## config.mk

```make
export PLATFORM = sky130hd
export DESIGN_NAME = i3c_bus_monitor
export DESIGN_NICKNAME = d
export VERILOG_FILES = /design/src/rtl/i3c_ctrl_pkg.sv /design/src/rtl/i3c_line_filter.sv /design/src/rtl/i3c_bus_monitor.sv
export SDC_FILE = /design/constraint.sdc
export NUM_CORES = 1
export LEC_CHECK = 0
export CORE_MARGIN = 10
export CORE_UTILIZATION = 40
export DETAILED_ROUTE_END_ITERATION = 6
export PLACE_DENSITY_LB_ADDON = 0.1
export SLEW_MARGIN = 15
export SYNTH_ARGS = -nofsm -noshare
export SYNTH_HDL_FRONTEND = slang
export SYNTH_SLANG_ARGS = --single-unit
export TNS_END_PERCENT = 100
```

## constraint.sdc

```tcl
create_clock -name clk -period 2.6 [get_ports clk]
set_input_delay 0.52 -clock clk [delete_from_list [all_inputs] [get_ports clk]]
set_output_delay 0.52 -clock clk [all_outputs]
set_load 0.01 [all_outputs]
```

## src/rtl/i3c_ctrl_pkg.sv

```systemverilog
// i3c_ctrl_pkg
//   Shared types and defaults for the I3C controller and its bus-monitor
//   front end.
//   bus_event_t    : one-cycle bus event flags handed to the controller FSM
//   T_FILT_DEFAULT : default glitch-filter length (clk cycles beyond one)
//   T_IDLE_DEFAULT : default bus-free time in clk cycles
package i3c_ctrl_pkg;

  localparam int unsigned T_FILT_DEFAULT = 4;
  localparam int unsigned T_IDLE_DEFAULT = 200;

  typedef struct packed {
    logic start;
    logic rstart;
    logic stop;
    logic scl_rise;
    logic scl_fall;
    logic bit_valid;
  } bus_event_t;

  localparam bus_event_t BUS_EVENT_NONE = '0;

endpackage

```

## src/rtl/i3c_line_filter.sv

```systemverilog
// i3c_line_filter
//   Synchroniser followed by a persistence glitch filter for one open-drain
//   bus line. The filtered output only follows the synchronised input once
//   it has disagreed for t_filt_i+1 consecutive clocks.
// Ports
//   clk      in  clock
//   rst_n    in  asynchronous active-low reset (line idles high)
//   raw_i    in  raw pad value
//   t_filt_i in  filter length
//   filt_o   out filtered line value (registered)
module i3c_line_filter
  import i3c_ctrl_pkg::*;
#(
  parameter int unsigned SYNC_STAGES = 2,
  parameter int unsigned FILT_W      = 4
) (
  input  logic              clk,
  input  logic              rst_n,
  input  logic              raw_i,
  input  logic [FILT_W-1:0] t_filt_i,
  output logic              filt_o
);

  logic [SYNC_STAGES-1:0] sync_q, sync_d;
  logic [FILT_W-1:0]      cnt_q, cnt_d;
  logic                   filt_q, filt_d;
  logic                   synced_s;

  assign synced_s = sync_q[SYNC_STAGES-1];

  // Next-state: shift the synchroniser, count disagreement, toggle when it persists
  always_comb begin
    sync_d = {sync_q[SYNC_STAGES-2:0], raw_i};
    filt_d = filt_q;
    cnt_d  = '0;
    if (synced_s != filt_q) begin
      // >= so that lowering t_filt_i mid-count acts on the very next clock
      if (cnt_q >= t_filt_i) begin
        filt_d = ~filt_q;
        cnt_d  = '0;
      end else begin
        filt_d = filt_q;
        cnt_d  = cnt_q + 1'b1;
      end
    end else begin
      filt_d = filt_q;
      cnt_d  = '0;
    end
  end

  // State registers; bus lines are pulled up, so everything resets high
  always_ff @(posedge clk or negedge rst_n) begin
    if (!rst_n) begin
      sync_q <= {SYNC_STAGES{1'b1}};
      filt_q <= 1'b1;
      cnt_q  <= '0;
    end else begin
      sync_q <= sync_d;
      filt_q <= filt_d;
      cnt_q  <= cnt_d;
    end
  end

  assign filt_o = filt_q;

endmodule

```

## src/rtl/i3c_bus_monitor.sv

```systemverilog
// i3c_bus_monitor
//   Front end for i3c_ctrl: filters SDA/SCL, detects START / Repeated START /
//   STOP and SCL edges, samples data bits, tracks busy and bus-idle state.
//   All event outputs are registered single-cycle pulses.
// Ports
//   clk, rst_n            clock, asynchronous active-low reset
//   enable_i              monitor enable (filters run regardless)
//   sda_i, scl_i          raw pad inputs
//   t_filt_i, t_idle_i    filter length, bus-free time
//   sda_f_o, scl_f_o      filtered lines
//   scl_rise_o/fall_o     SCL edge pulses
//   start_o/rstart_o      START while idle / while busy
//   stop_o                STOP pulse
//   bit_valid_o, bit_o    sampled data bit strobe and held value
//   bus_busy_o            between START and STOP
//   bus_idle_o            lines high and not busy for t_idle_i cycles
module i3c_bus_monitor
  import i3c_ctrl_pkg::*;
#(
  parameter int unsigned SYNC_STAGES = 2,
  parameter int unsigned FILT_W      = 4,
  parameter int unsigned IDLE_W      = 16
) (
  input  logic              clk,
  input  logic              rst_n,
  input  logic              enable_i,
  input  logic              sda_i,
  input  logic              scl_i,
  input  logic [FILT_W-1:0] t_filt_i,
  input  logic [IDLE_W-1:0] t_idle_i,
  output logic              sda_f_o,
  output logic              scl_f_o,
  output logic              scl_rise_o,
  output logic              scl_fall_o,
  output logic              start_o,
  output logic              rstart_o,
  output logic              stop_o,
  output logic              bit_valid_o,
  output logic              bit_o,
  output logic              bus_busy_o,
  output logic              bus_idle_o
);

  logic              sda_f, scl_f;
  logic              sda_prev_q, scl_prev_q;
  bus_event_t        evt_q, evt_d;
  logic              bit_q, bit_d;
  logic              busy_q, busy_d;
  logic [IDLE_W-1:0] idle_cnt_q, idle_cnt_d;
  logic              idle_q, idle_d;
  logic              sda_fell_s, sda_rose_s, scl_high_s, scl_rose_s, scl_fell_s;

  i3c_line_filter #(.SYNC_STAGES(SYNC_STAGES), .FILT_W(FILT_W)) u_sda_filt (
    .clk(clk), .rst_n(rst_n), .raw_i(sda_i), .t_filt_i(t_filt_i), .filt_o(sda_f)
  );

  i3c_line_filter #(.SYNC_STAGES(SYNC_STAGES), .FILT_W(FILT_W)) u_scl_filt (
    .clk(clk), .rst_n(rst_n), .raw_i(scl_i), .t_filt_i(t_filt_i), .filt_o(scl_f)
  );

  // Requiring SCL high both now and before rejects SDA/SCL moving together
  assign sda_fell_s = sda_prev_q & ~sda_f;
  assign sda_rose_s = ~sda_prev_q & sda_f;
  assign scl_high_s = scl_prev_q & scl_f;
  assign scl_rose_s = ~scl_prev_q & scl_f;
  assign scl_fell_s = scl_prev_q & ~scl_f;

  // Event decode, busy tracking and bus-free counter
  always_comb begin
    evt_d      = BUS_EVENT_NONE;
    bit_d      = bit_q;
    busy_d     = 1'b0;
    idle_cnt_d = '0;
    idle_d     = 1'b0;
    if (enable_i) begin
      evt_d.start     = sda_fell_s & scl_high_s & ~busy_q;
      evt_d.rstart    = sda_fell_s & scl_high_s & busy_q;
      evt_d.stop      = sda_rose_s & scl_high_s;
      evt_d.scl_rise  = scl_rose_s;
      evt_d.scl_fall  = scl_fell_s;
      evt_d.bit_valid = scl_rose_s & busy_q;
      if (scl_rose_s & busy_q) begin
        bit_d = sda_f;
      end else begin
        bit_d = bit_q;
      end
      if (sda_fell_s & scl_high_s) begin
        busy_d = 1'b1;
      end else if (sda_rose_s & scl_high_s) begin
        busy_d = 1'b0;
      end else begin
        busy_d = busy_q;
      end
      if (~busy_q & scl_f & sda_f) begin
        if (idle_cnt_q >= t_idle_i) begin
          idle_cnt_d = t_idle_i;
        end else begin
          idle_cnt_d = idle_cnt_q + 1'b1;
        end
        idle_d = (idle_cnt_d == t_idle_i);
      end else begin
        idle_cnt_d = '0;
        idle_d     = 1'b0;
      end
    end else begin
      // Disabled: history keeps tracking so re-enable cannot see a stale edge
      evt_d      = BUS_EVENT_NONE;
      bit_d      = bit_q;
      busy_d     = 1'b0;
      idle_cnt_d = '0;
      idle_d     = 1'b0;
    end
  end

  // State and registered outputs
  always_ff @(posedge clk or negedge rst_n) begin
    if (!rst_n) begin
      sda_prev_q <= 1'b1;
      scl_prev_q <= 1'b1;
      evt_q      <= BUS_EVENT_NONE;
      bit_q      <= 1'b0;
      busy_q     <= 1'b0;
      idle_cnt_q <= '0;
      idle_q     <= 1'b0;
    end else begin
      sda_prev_q <= sda_f;
      scl_prev_q <= scl_f;
      evt_q      <= evt_d;
      bit_q      <= bit_d;
      busy_q     <= busy_d;
      idle_cnt_q <= idle_cnt_d;
      idle_q     <= idle_d;
    end
  end

  assign sda_f_o     = sda_f;
  assign scl_f_o     = scl_f;
  assign scl_rise_o  = evt_q.scl_rise;
  assign scl_fall_o  = evt_q.scl_fall;
  assign start_o     = evt_q.start;
  assign rstart_o    = evt_q.rstart;
  assign stop_o      = evt_q.stop;
  assign bit_valid_o = evt_q.bit_valid;
  assign bit_o       = bit_q;
  assign bus_busy_o  = busy_q;
  assign bus_idle_o  = idle_q;

endmodule

```

# Yosys cells after proc, flatten, opt, wreduce, memory -nomap -nowiden
# Index checks and enable logic that the tools add are counted.
# classes
addsub,3
magnitude_cmp,3
eq_ne,4
mux,15
bitwise,17
n_reduce_logical,3
# ops
cell,n
$mux W16,5
$add A16 B1 Y16 const B,1
$eq A16 B16 Y1,1
$ge A16 B16 Y1,1
$mux W4,4
$and A1 B1 Y1,12
$add A4 B1 Y4 const B,2
$ge A4 B4 Y1,2
$mux W6,1
$reduce_and A2 Y1,3
$mux W1,5
$not A1 Y1,5
$ne A3 B1 Y1 const B,1
$ne A1 B1 Y1,2
# totals
ff_bits,41
input_bits,25
wordCells,63

# Longest topological paths before layout
# Gate-level depths: netlist of the first run.
# depth
depth_word,8
mapped_depth,10
mapped_depth_nobuf,9

# Modules after synthesis
# A second synthesis of the first run with hierarchy kept.
# hier_totals
hier_cells,279
hier_area_um2,2775.2
# modules_own_cells
mod,n_inst,cells_per_inst,area_per_inst_um2,seq_area_each_um2
i3c_bus_monitor,1,215,2009.4,678.2
i3c_line_filter,2,32,382.9,178.9

# Worst setup path before layout of the first run
# Ideal clock, no wire load.
# synth_timing
path_type,input -> register
from,in t_idle_i[5]
to,reg idle_cnt_q[11]
setup_time_ns,0.143
arrival_ns,2.322
t_required_ns,2.457
path_slack_ns,0.134
cell_stages,10
path_cell_list,inv_1 ha_1 a21o_1 a21o_1 a21oi_1 a21oi_1 o21ai_0 clkbuf_1 clkbuf_1 a211oi_1
# synth_via
elab_chain_cells,6
# synth_rtl
element,line_no,text
"start, declared",i3c_bus_monitor.sv:30,"input logic [IDLE_W-1:0] t_idle_i,"
$ge A16 B16 Y1,i3c_bus_monitor.sv:95,if (idle_cnt_q >= t_idle_i) begin
$mux W16,i3c_bus_monitor.sv:95,
$mux W16,i3c_bus_monitor.sv:94,if (~busy_q & scl_f & sda_f) begin
$mux W16,i3c_bus_monitor.sv:75,if (enable_i) begin
$mux W16,i3c_bus_monitor.sv:94,
$mux W16,i3c_bus_monitor.sv:75,
via idle_cnt_d[11],i3c_bus_monitor.sv:49,"logic [IDLE_W-1:0] idle_cnt_q, idle_cnt_d;"
"end signal, assigned",i3c_bus_monitor.sv:131,idle_cnt_q <= idle_cnt_d;
"end, declared",i3c_bus_monitor.sv:49,
# The timed path passes the listed nets, and every way through them passes these cells. The select of a mux whose other input is x is not followed.
# A chain may end at the register's enable or synchronous reset.

# Final worst setup path of the first run
# layout_timing
from,in t_idle_i[5]
to,reg idle_cnt_q[1]
# Same word-level chain as after synthesis.

==> results of run 1 <==
-- state kept, by name, summed over array words and instances, names as in the netlist --
name and cells:
u_scl_filt.filt_o 1, u_sda_filt.sync_q 2, u_scl_filt.sync_q 2, stop_o 1, scl_prev_q 1, u_sda_filt.filt_o 1, bus_idle_o 1, bit_o 1
scl_fall_o 1, bit_valid_o 1, bus_busy_o 1, u_sda_filt.cnt_q 4, u_scl_filt.cnt_q 4, rstart_o 1, sda_prev_q 1, start_o 1
idle_cnt_q 16, scl_rise_o 1
-- cell usage after synthesis (all sizes together), types with 7 or more instances --
cell / instances / area (sq um)
inv: 24 / 90.1
ha: 27 / 338
xor2: 10 / 95.1
a21oi: 9 / 45.0
xnor2: 23 / 201
a211oi: 12 / 90.1
nand3: 11 / 60.1
buf: 7 / 52.5
dfstp: 8 / 210
a21o: 10 / 75.1
dfrtp: 33 / 826
o21ai: 9 / 45.0
nor2: 34 / 133
nand2: 17 / 63.8
and3: 7 / 43.8
-- final cells by class --
type | count | area, sq um
clock buffers | 5 | 68.8
repair buffers | 68 | 604
flip-flops and latches | 41 | 1040
well taps | 96 | 120
fillers | 625 | 3180
inverters | 24 | 90.1
clock inverters | 3 | 68.8
multi-input cells | 220 | 1620
-- worst max path at each step --
stage               slack, ps  cells past startpoint                  endpoint
floorplan                 130                     10  idle_cnt_q[11]$_DFF_PN0_
global placement         -250                     11  idle_cnt_q[10]$_DFF_PN0_
detailed placement       -300                     11  idle_cnt_q[13]$_DFF_PN0_
CTS                         9                     11   idle_cnt_q[5]$_DFF_PN0_
global route               20                     11   idle_cnt_q[4]$_DFF_PN0_
finish                    110                     11   idle_cnt_q[1]$_DFF_PN0_
-- routing by layer --
layer  vias to the layer above  track usage [%]
li1                       1160                -
met1                      1095             15.7
met2                        38             21.0
met3                        11             2.73
met4                         0             3.63
met5                         -                0
-- cell families (layout without fill, tap and decap cells) --
logic type	count (synthesis)	after routing	synth area share, %
AOI/OAI and AO/OA	53	53	13.2
xor gates and xnor gates	33	33	10.6
adders and majority gates	27	27	12.1
buffers and inverters	37	100	5.91
DFF	41	41	37.0
muxes	8	8	3.00
and+or+nand+nor	99	99	18.2
-- report_power, final --
group	total (mW)	internal, mW	leakage (nW)	switching [mW]
Combinational	0.547	0.285	1.11	0.262
Clock	0.632	0.387	0.0687	0.245
Sequential	0.849	0.756	0.539	0.0925
Total	2.03	1.43	1.71	0.600
-- through the flow --
stage / hold WS (ps) / power [mW] / util [%] / cells
3_3_place_gp: 349 / 1.41 / 50.3 / 446
6_report: 131 / 2.03 / 53.2 / 457
2_1_floorplan: 224 / 1.15 / - / 298
3_5_place_dp: 348 / 1.41 / 50.3 / 446
5_1_grt: 149 / 2.16 / 53.2 / 457
4_1_cts: 141 / 2.06 / 52.4 / 454
-- timing repair --
action,in CTS,in global routing
resized for setup,1,9
buffers inserted,0,2
cloned,0,1
pin swaps,0,1
endpoints found under the hold margin,0,0
endpoints found under the setup margin,1,16
==> summary.md, run 1 <==
| Metric | Value |
|---|---|
| Status | `finished clean` |
| Pre-CTS setup slack | `-302 ps` |
| Sequential-to-total area share from yosys stat | `37.0%` |
| CTS tree | `yes` |
| Core ar. | `6790 sq um` |
| Minimum clock period | `2490 ps` |
| Ant diodes | `0` |
| CTS max path bufs | `2` |
| Worst-margin pin slew | `403 ps` |
| WL met3 | `194 um` |
| Synthesized flop and latch total | `41` |
| Detailed Routing Iterations Pass 1 | `4` |
| DR WL met2 | `3250 um` |
| Maxcap violations | `0` |
| Number of distinct library cells after synthesis | `49` |
| Total track usage | `12.6%` |
| Via density | `5.04` |
| Top sig layer | `met4` |
| Slowest CP cell | `clkdlybuf4s50_1` |
| Most frequent cells in the layout | `34 x clkdlybuf4s50_1, 33 x dfrtp_1, 32 x nor2_1` |
| Yosys warning count | `0` |
| Setup TNS | `0 ps` |
| FF-to-FF setup slack | `200 ps` |
| Die boundary height | `104 um` |
| Crit path kind | `in -> reg` |
| Leakage | `1.71 nW` |
| Mean post-synth cell area | `9.38 sq um` |
| Critical R2R Launch | `idle_cnt_q[0]$_DFF_PN0_` |
| PwrDens | `561 nW/um^2` |
| Placement Cell Area | `3420 sq um` |
| CP Capture Type | `flop` |
| Post-synth ARST share | `100%` |
| CP peak stage delay | `490 ps` |
| Io pins | `36` |
| Clock Skew | `5.93 ps` |
| Area Growth Syn to Fin | `29.2%` |
| Crit. Startpoint | `t_idle_i[5]` |
| First-pass GRT wire length | `11400 um` |
| GPL Wtd Cong | `0.828` |
| Worst Path Buf+Inv | `3` |
| Reg-to-Reg End | `bus_idle_o$_DFF_PN0_` |
| Die width | `104 um` |
| Setup ws final | `107 ps` |
| F_max | `401 MHz` |
| TritonCTS Sinks | `41` |
| Routed len/inst | `14.7 um` |
| Post-DP HPWL | `5100 um` |
| Clock slew seen by the registers of the worst setup and hold paths | `90 ps` |
| Post-DRT Antenna Nets | `0` |
| Worst-path cell chain | `clkdlybuf4s50_1 -> inv_1 -> ha_1 -> a21o_1 -> a21o_1 -> a21oi_2 -> a21oi_1 -> o21ai_4 -> buf_4 -> mux2i_1 -> nor2_1` |
| Top_reg_cell synth | `dfrtp_1` |
| Port Buf Inserts | `35` |
| Wl on met1 | `3210 um` |
| Vias in the first global route | `2431` |
| Num rows | `30` |
| Worst min path class | `in -> async` |
| Crit share post-route | `95.9%` |
| CTS Buf Count | `5` |
| H-tree depth | `2` |
| Routed WL | `6740 um` |
| Starting Density | `41.2%` |
| Synth Cell Area | `2800 sq um` |
| Worst EP arrival | `2680 ps` |
| Post-route cell area | `3610 sq um` |
| Largest net degree at the start of global routing | `28` |
| Data required time of the worst path | `2790 ps` |
| Via Count | `2304` |
| Fin nets | `412` |
| Startpoint Class | `input pin` |
| Max VDD drop | `0.306 mV` |
| EDFF count, synth | `0` |
| Final Hold Fails | `0` |
| Commonest non-fill, non-tap cell in the layout | `clkdlybuf4s50_1` |
| Initial antenna violation count | `0` |
| Synth Net Count | `350` |
| Final Slew Violations | `0` |
| Cts hold-fix bufs | `0` |
| Initial DRC Count | `83` |
| Share of cells above drive strength 1 | `18.3%` |
| Max_slew headroom | `72.4%` |
| DRC | `0` |
| Top delay family on crit path | `compound AO/OA/AOI/OAI gates` |
| Syn Inst Count | `298` |
| Global route total overflow | `0` |
| CTS root buffer | `clkbuf_8` |
| Worst-path fanout max | `6` |
| Finish-stage setup viols | `0` |
| RSZ-0062 raised after global routing | `no` |
| Insertion delay of the later-clocked pin in the worst-skew pair | `300 ps` |
| Die ar. | `10700 sq um` |
| CP dominant cell by count | `a21o_1` |
| R2R cell count | `8` |
Note: power is estimated with default switching activity, not from simulation.
==> inputs of run 2 (changes only) <==
--- a/config.mk
+++ b/config.mk
@@ -9,6 +9,7 @@
 export CORE_UTILIZATION = 40
 export DETAILED_ROUTE_END_ITERATION = 6
 export PLACE_DENSITY_LB_ADDON = 0.1
+export SETUP_SLACK_MARGIN = 0.2
 export SLEW_MARGIN = 15
 export SYNTH_ARGS = -nofsm -noshare
 export SYNTH_HDL_FRONTEND = slang
==> summary.md, run 2 (same netlist as run 1, synthesis figures left out) <==
| Metric | Value |
|---|---|
| Status | `finished clean` |
| Critical R2R Launch | `idle_cnt_q[0]$_DFF_PN0_` |
| Setup ws final | `223 ps` |
| Worst-path fanout max | `7` |
| Top delay family on crit path | `buffers and inverters` |
| Hold_ws | `343 ps` |
| Top flop regs | `idle_cnt_q: 16 flops, u_scl_filt.cnt_q: 4 flops, u_sda_filt.cnt_q: 4 flops` |
| Worst-margin pin slew | `889 ps` |
| Fin nets | `420` |
| Commonest non-fill, non-tap cell in the layout | `buf_4` |
| Data required time of the worst path | `2820 ps` |
| Reg with most FFs | `idle_cnt_q` |
| CP dominant cell by count | `buf_4` |
| Placement Cell Area | `3420 sq um` |
| Vias in the first global route | `2457` |
| Post-DP HPWL | `5000 um` |
| Reg-to-Reg End | `bus_idle_o$_DFF_PN0_` |
| Routed len/inst | `14.8 um` |
| Starting Density | `41.2%` |
| CTS max path bufs | `2` |
| Insertion delay of the later-clocked pin in the worst-skew pair | `290 ps` |
| PwrDens | `507 nW/um^2` |
| Port Buf Inserts | `35` |
| Post-DRT Antenna Nets | `0` |
| Fillers | `613` |
| Crit path kind | `in -> reg` |
| Maxcap violations | `0` |
| Clock slew seen by the registers of the worst setup and hold paths | `90 ps` |
| Routed WL | `6860 um` |
| Final Slew Violations | `0` |
| Worst min path class | `in -> async` |
| Die width | `104 um` |
| Detailed Routing Iterations Pass 1 | `4` |
| CTS Buf Count | `5` |
| Minimum clock period | `2380 ps` |
| Max VDD drop | `0.239 mV` |
| CTS tree | `yes` |
| GPL Wtd Cong | `0.820` |
| Final Hold Fails | `0` |
| RSZ-0062 raised after global routing | `no` |
| FF-to-FF setup slack | `300 ps` |
| Num rows | `30` |
| Area Growth Syn to Fin | `37.4%` |
| WP depth | `11` |
| Via Count | `2346` |
| Startpoint Class | `input pin` |
| Share of cells above drive strength 1 | `27.6%` |
| Most frequent cells in the layout | `35 x buf_4, 32 x nor2_1, 29 x dfrtp_1` |
| TritonCTS Sinks | `41` |
| Worst EP arrival | `2590 ps` |
| CP peak stage delay | `520 ps` |
| Max reg flops | `16` |
| Post-route cell area | `3840 sq um` |
| Worst-path cell chain | `clkdlybuf4s50_1 -> inv_2 -> ha_4 -> o211ai_1 -> a31o_2 -> a21oi_4 -> o21ai_4 -> buf_12 -> buf_4 -> buf_4 -> a211oi_2` |
| Slowest CP cell | `clkdlybuf4s50_1` |
| Die boundary height | `104 um` |
| First-pass GRT wire length | `11600 um` |
| Util after Layout | `56.5%` |
| Max_slew headroom | `40.7%` |
| Worst Path Buf+Inv | `5` |
| CP Capture Type | `flop` |
| Clock Skew | `8.18 ps` |
| H-tree depth | `2` |
| Global route total overflow | `0` |
| CTS root buffer | `clkbuf_8` |
| F_max | `421 MHz` |
| Die ar. | `10700 sq um` |
| Initial antenna violation count | `0` |
| Initial DRC Count | `80` |
| Finish-stage setup viols | `0` |
| Via density | `5.05` |
| Core ar. | `6790 sq um` |
| Crit share post-route | `91.4%` |
| Total track usage | `12.7%` |
| DRC | `0` |
| Pre-CTS setup slack | `-265 ps` |
| Ant diodes | `0` |
| Leakage | `1.79 nW` |
| Largest net degree at the start of global routing | `41` |
| R2R cell count | `8` |
| Io pins | `36` |
-- run 2: changes by cell type in the layout (fill, tap and decap cells not counted), sizes merged --
cell           delta
dlymetal6s2s      +5
clkinv            +1
buf               +8
clkinvlp          +1
bufinv            -1
clkdlybuf4s50    -10
inv               -1
dlygate4sd2       +5
-- run 2: through the flow --
step / TNS (ps) / cells / total power, mW
4_1_cts: 0 / 461 / 1.96
2_1_floorplan: 0 / 298 / 1.15
3_5_place_dp: -3200 / 447 / 1.42
5_1_grt: 0 / 465 / 2.08
6_report: 0 / 465 / 1.95
3_3_place_gp: -2940 / 447 / 1.40
-- run 2: area by class of cell --
class | count | area, sq um | area share, %
clock buffer | 5 | 68.8 | 1.79
multi-input combinational | 220 | 1770 | 46.1
clock inverter | 3 | 46.3 | 1.21
inverter | 24 | 90.1 | 2.35
sequential | 41 | 1040 | 27.1
timing repair buffer | 76 | 703 | 18.3
tap | 96 | 120 | 3.13
-- run 2: where the power goes --
group          leakage (nW)  total (mW)  internal (mW)  switching [mW]
Sequential            0.532       0.851          0.757          0.0941
Combinational          1.21       0.562          0.292           0.270
Clock                0.0543       0.535          0.288           0.247
Total                  1.79        1.95           1.34           0.611
-- run 2: per-layer routing --
metal	share of wire, %	global-route usage (%)
met1	48	16.1
met5	0	0
met2	47	20.9
met3	3.0	2.97
met4	1.6	3.53
-- run 2: worst max-delay path by stage --
stage	startpoint	endpoint	slack (ps)
final	t_idle_i[3]	idle_cnt_q[8]$_DFF_PN0_	220
after global routing	idle_cnt_q[0]$_DFF_PN0_	bus_idle_o$_DFF_PN0_	180
after CTS	t_idle_i[13]	idle_cnt_q[0]$_DFF_PN0_	210
after detailed placement	t_idle_i[2]	idle_cnt_q[4]$_DFF_PN0_	-260
after global placement	t_idle_i[2]	idle_cnt_q[4]$_DFF_PN0_	-260
after floorplan	t_idle_i[5]	idle_cnt_q[11]$_DFF_PN0_	260
-- run 2: timing repair --
action	4_1_cts	5_1_grt
endpoints found under the hold margin	0	0
setup buffers	5	4
cloned	1	0
pin swaps	11	11
setup endpoints to repair	16	17
resized for setup	27	27
hold buffers	0	0
